--- src/rtl/imem_loader.sv ---
// Byte-stream program loader: receives a framed image (2-byte big-endian
// length, payload, checksum) and writes the payload bytes in stream order
// into the instruction memory, holding the CPU via Busy until complete.
module imem_loader #(
  parameter logic [31:0] BASE_ADDR = 32'h0000_0000,
  parameter int unsigned MEM_DEPTH = 256
) (
  input  logic        CLK,
  input  logic        Reset,
  input  logic        Start,
  input  logic [7:0]  ByteIn,
  input  logic        ByteValid,
  output logic        ByteReady,
  output logic        MemWE,
  output logic [31:0] MemAddr,
  output logic [7:0]  MemData,
  output logic        Busy,
  output logic        Done,
  output logic        LenErr,
  output logic        SumErr
);

  typedef enum logic [2:0] {
    IDLE,
    LEN_HI,
    LEN_LO,
    DATA,
    SUM,
    DONE,
    ERR
  } state_t;

  state_t      state;
  state_t      state_n;

  logic [15:0] len;
  logic [15:0] idx;
  logic [7:0]  sum;

  logic        accept;
  logic [15:0] len_full;
  logic        len_bad;
  logic [15:0] idx_inc;
  logic [7:0]  sum_add;

  logic        start_load;
  logic        load_hi;
  logic        load_lo;
  logic        wr;
  logic        set_done;
  logic        set_lenerr;
  logic        set_sumerr;

  assign accept   = ByteValid && ByteReady;
  assign len_full = {len[15:8], ByteIn};
  assign len_bad  = (len_full == 16'd0) ||
                    ({16'd0, len_full} > MEM_DEPTH) ||
                    (len_full[1:0] != 2'b00);
  assign idx_inc  = idx + 16'd1;
  assign sum_add  = sum + ByteIn;

  // State register.
  always_ff @(posedge CLK or negedge Reset) begin
    if (!Reset) begin
      state <= IDLE;
    end else begin
      state <= state_n;
    end
  end

  // Next-state decode, per-state strobes and the handshake outputs.
  always_comb begin
    state_n    = state;
    start_load = 1'b0;
    load_hi    = 1'b0;
    load_lo    = 1'b0;
    wr         = 1'b0;
    set_done   = 1'b0;
    set_lenerr = 1'b0;
    set_sumerr = 1'b0;
    ByteReady  = 1'b0;
    Busy       = 1'b0;
    case (state)
      IDLE, DONE, ERR: begin
        if (Start) begin
          state_n    = LEN_HI;
          start_load = 1'b1;
        end
      end
      LEN_HI: begin
        ByteReady = 1'b1;
        Busy      = 1'b1;
        if (accept) begin
          load_hi = 1'b1;
          state_n = LEN_LO;
        end
      end
      LEN_LO: begin
        ByteReady = 1'b1;
        Busy      = 1'b1;
        if (accept) begin
          if (len_bad) begin
            state_n    = ERR;
            set_lenerr = 1'b1;
          end else begin
            state_n = DATA;
            load_lo = 1'b1;
          end
        end
      end
      DATA: begin
        ByteReady = 1'b1;
        Busy      = 1'b1;
        if (accept) begin
          wr = 1'b1;
          if (idx_inc == len) begin
            state_n = SUM;
          end
        end
      end
      SUM: begin
        ByteReady = 1'b1;
        Busy      = 1'b1;
        if (accept) begin
          if (sum_add == 8'd0) begin
            state_n  = DONE;
            set_done = 1'b1;
          end else begin
            state_n    = ERR;
            set_sumerr = 1'b1;
          end
        end
      end
      default: begin
        state_n = IDLE;
      end
    endcase
  end

  // Length capture, payload index and running checksum.
  always_ff @(posedge CLK or negedge Reset) begin
    if (!Reset) begin
      len <= '0;
      idx <= '0;
      sum <= '0;
    end else begin
      if (start_load) begin
        idx <= '0;
        sum <= '0;
      end
      if (load_hi) begin
        len[15:8] <= ByteIn;
      end
      if (load_lo) begin
        len[7:0] <= ByteIn;
        idx      <= '0;
      end
      if (wr) begin
        idx <= idx_inc;
        sum <= sum_add;
      end
    end
  end

  // Registered memory write port; address/data hold between strobes.
  always_ff @(posedge CLK or negedge Reset) begin
    if (!Reset) begin
      MemWE   <= 1'b0;
      MemAddr <= '0;
      MemData <= '0;
    end else begin
      MemWE <= wr;
      if (wr) begin
        MemAddr <= BASE_ADDR + {16'd0, idx};
        MemData <= ByteIn;
      end
    end
  end

  // Sticky completion and error flags, cleared only by a new Start.
  always_ff @(posedge CLK or negedge Reset) begin
    if (!Reset) begin
      Done   <= 1'b0;
      LenErr <= 1'b0;
      SumErr <= 1'b0;
    end else begin
      if (start_load) begin
        Done   <= 1'b0;
        LenErr <= 1'b0;
        SumErr <= 1'b0;
      end
      if (set_done) begin
        Done <= 1'b1;
      end
      if (set_lenerr) begin
        LenErr <= 1'b1;
      end
      if (set_sumerr) begin
        SumErr <= 1'b1;
      end
    end
  end

endmodule
--- config.mk ---
export PLATFORM = sky130hd
export DESIGN_NAME = imem_loader
export DESIGN_NICKNAME = d
export VERILOG_FILES = /design/src/rtl/imem_loader.sv
export SDC_FILE = /design/constraint.sdc
export NUM_CORES = 1
export LEC_CHECK = 0
export ABC_AREA = 1
export BUFFER_PORTS_ARGS = -buffer_cell sky130_fd_sc_hd__buf_2
export CORE_MARGIN = 2
export CORE_UTILIZATION = 40
export CTS_CLUSTER_DIAMETER = 40
export DETAILED_ROUTE_END_ITERATION = 8
export GPL_ROUTABILITY_DRIVEN = 0
export PLACE_DENSITY = 0.57
export SLEW_MARGIN = 40
export SYNTH_ARGS = -nofsm -noshare
export SYNTH_HDL_FRONTEND = slang
export SYNTH_SLANG_ARGS = --single-unit
--- constraint.sdc ---
create_clock -name CLK -period 3.8 [get_ports CLK]
set_input_delay 0.19 -clock CLK [delete_from_list [all_inputs] [get_ports CLK]]
set_output_delay 0.19 -clock CLK [all_outputs]
set_load 0.01 [all_outputs]
==> out/qor.csv <==
stage;metric;value;unit
routing;final_antenna_net_count;0;
timing;max_freq;0.459;GHz
power;power.total;2.75;mW
timing;setup_tns;0;ns
clock_network;cts_tree;yes;
timing;finalSetupViolations;0;
timing;fin_ws;1.62;ns
floorplan;die_area;10400;µm²
power;pwr-share-comb;0.377;
clock_network;ctsRootBufferMaster;clkbuf_8;
setup_path;crit_slowest_cell;dfrtp_1;
setup_path;r2r_end;idx[12]$_DFFE_PN0P_;
power;p_seq_frac;0.416;
timing;slew_headroom;0.608;
yosys;yosys_warnings;0;
timing;finalCriticalPeriod;2.18;ns
place;hpwl;6340;µm
routing;drt_first_pass_iters;5;
clock_network;insertion_delay;0.35;ns
power;peakVddDrop;0.317;mV
min_path;min-delay-start;ByteValid;
place;pre_cts_ws;1.61;ns
power;internal_power;1.65;mW
routing;vias;3161;
clock_network;tritoncts.num_buffers;9;
timing;maxSlewViolCount;0;
setup_path;worst_ep_arrival_time;2.39;ns
routing;drc;0;
layout;seq_area;1780;µm²
timing;rsz0062_at_grt;no;
global_routing;grt_antenna_before_repair;0;
clock_network;cts-htree-levels;3;
clock_network;clkTransAtPathRegs;0.08;ns
place;port_buffers;41;
setup_path;crit_top_cell;nor2_1;
min_path;holdPathStages;2;
setup_path;crit_type;reg2reg;
timing;tightest_slew;0.588;ns
global_routing;grt_pass1_wl;14200;µm
power;pwr_density_cell;640;nW/µm²
power;p_clk_frac;0.206;
yosys;synth_area_per_cell;8.03;µm²
yosys;yosysSeqAreaShare;0.462;
yosys;syn_area;3850;µm²
yosys;syn_inst;479;
floorplan;fp-row-count;35;
clock_network;post_cts_resized;0;
status;status;complete, no violations;
setup_path;endpoint_kind;flip-flop;
floorplan;start_util;0.415;
floorplan;core;9280;µm²
floorplan;die_height;102;µm
layout;diodes;0;
routing;post_drt_wl_per_cell;13.4;µm
timing;min_period_over_period;0.574;
floorplan;fp.dieW;102;µm
setup_path;cp-start-kind;flip-flop;
layout;finalNetCount;542;
layout;area_delta_synth_final;11.5;%
setup_path;path_cells;inv_1 > nor3_2 > nor2_1 > nor2_1 > nand2_1 > nand2_2 > o22ai_1;
layout;fin_cells;655;
setup_path;cp.depth;7;
setup_path;critPathMaxStageDelay;0.52;ns
place;dp_cells;638;
global_routing;grt_max_degree;64;
setup_path;r2r_slack;1.62;ns
global_routing;first_global_vias;2959;
setup_path;cp_max_fo;16;
yosys;synth_seq_cells;71;
setup_path;critical_path_required;4.01;ns
timing;skew;0.00467;ns
power;p_leak;2.17;nW
clock_network;cts.path.max_buffers;2;
routing;first_iter_violations;148;
clock_network;cts_setup_buffers;0;
routing;wl;8750;µm
clock_network;clock-sinks;71;
layout;multi_input_area;1750;µm²
timing;holdWs;0.147;ns
clock_network;cts-hold-fix-buffers;1;
min_path;hp-class;in2reg;
run;maxCapViolCount;0;
power;swShare;0.399;
layout;drive_above_1_share;0.141;
global_routing;track_usage;0.177;
routing;vias_per_cell;4.83;
setup_path;cp_top_family;simple AND/OR/NAND/NOR gates;
setup_path;r2r-start;state[2]$_DFFE_PN0P_;
power;power_switching;1.10;mW
global_routing;grt_overflow;0;
setup_path;reg2reg_depth;7;
layout;num-fill-cells;948;
timing;hold_viol;0;
yosys;synth.distinct_cells;35;
floorplan;io_pins;58;
setup_path;crit_buf_inv;1;
min_path;holdPathEnd;sum[7]$_DFFE_PN0P_;
## synthesized netlist by cell type, drive strengths merged
cell | count | area [µm²]
nand2 | 144 | 551
o22ai | 13 | 81.3
nand4 | 8 | 50.1
a211o | 1 | 8.76
a22o | 5 | 43.8
clkbuf | 7 | 26.3
o21ai | 49 | 245
o21a | 2 | 15.0
ha | 8 | 100
nand3 | 32 | 165
a31oi | 1 | 6.26
xnor2 | 4 | 35.0
or2 | 1 | 6.26
nor3 | 6 | 51.3
xor2 | 9 | 78.8
nand3b | 3 | 22.5
inv | 53 | 199
conb | 1 | 3.75
a21oi | 5 | 25.0
nor2 | 32 | 146
fa | 1 | 20.0
xnor3 | 1 | 22.5
a32o | 2 | 20.0
buf | 20 | 149
dfrtp | 71 | 1780
## flip-flops by register name, indices dropped and copies added (netlist names)
register,count
state,3
len,16
Done,1
SumErr,1
LenErr,1
idx,16
MemWE,1
MemAddr,16
sum,8
MemData,8
## stage by stage
step                       util  instance area, µm²
after floorplan               -                3910
final                     0.462                4290
after global routing      0.462                4290
after detailed placement  0.442                4110
after global placement    0.442                4100
after CTS                 0.462                4290
## placed cells by master, fill, tap and decap left out, drive strengths merged, types with 2 or more instances in the layout
cell and instances:
a21oi 5, dfrtp 71, nand3b 3, o21ai 49, conb 16, xnor2 4
inv 53, o22ai 13, clkinv 2, o21a 2, clkbuf 13, xor2 9
a22o 5, nand2 144, nand3 32, nand4 8, nor3 6, ha 8
buf 42, nor2 32, a32o 2
## area by class of cell
cell class                 instances  share of cell area
sequential                        71               0.414
multi-input combinational        343               0.409
timing repair buffer              43              0.0519
inverter                          53              0.0469
tap                              129              0.0376
clock buffer                      13              0.0370
clock inverter                     3             0.00408
## layer usage
layer	global-route usage	share of wire
met1	0.240	0.49
met2	0.278	0.46
met3	0.0369	0.035
met4	0.0687	0.018
met5	0	0
## power groups by stage
stage | logic, mW | clock network (mW) | registers, mW
2_1_floorplan | 0.725 | 0 | 1.17
3_3_place_gp | 1.03 | 0 | 1.15
3_5_place_dp | 1.04 | 0 | 1.15
4_1_cts | 1.05 | 0.584 | 1.14
5_1_grt | 1.18 | 0.616 | 1.17
6_report | 1.04 | 0.567 | 1.14
## how the worst max path moves through the flow
stage,from,endpoint,slack [ns]
after floorplan,sum[0]$_DFFE_PN0P_,state[1]$_DFFE_PN0P_,1.92
after detailed placement,ByteIn[1],idx[3]$_DFFE_PN0P_,1.61
after global routing,len[12]$_DFFE_PN0P_,idx[12]$_DFFE_PN0P_,1.38
final,state[2]$_DFFE_PN0P_,idx[12]$_DFFE_PN0P_,1.62
after global placement,state[0]$_DFFE_PN0P_,idx[0]$_DFFE_PN0P_,1.43
after CTS,idx[0]$_DFFE_PN0P_,state[1]$_DFFE_PN0P_,1.59
## cell families after synthesis
kind of cell	share of synthesized area
buffers and inverters	0.0972
adders and majority gates	0.0312
other	0.000974
DFF	0.462
and+or+nand+nor	0.258
xor gates and xnor gates	0.0354
AOI/OAI and AO/OA	0.116
No activity file was read; power rests on OpenSTA's default activity.
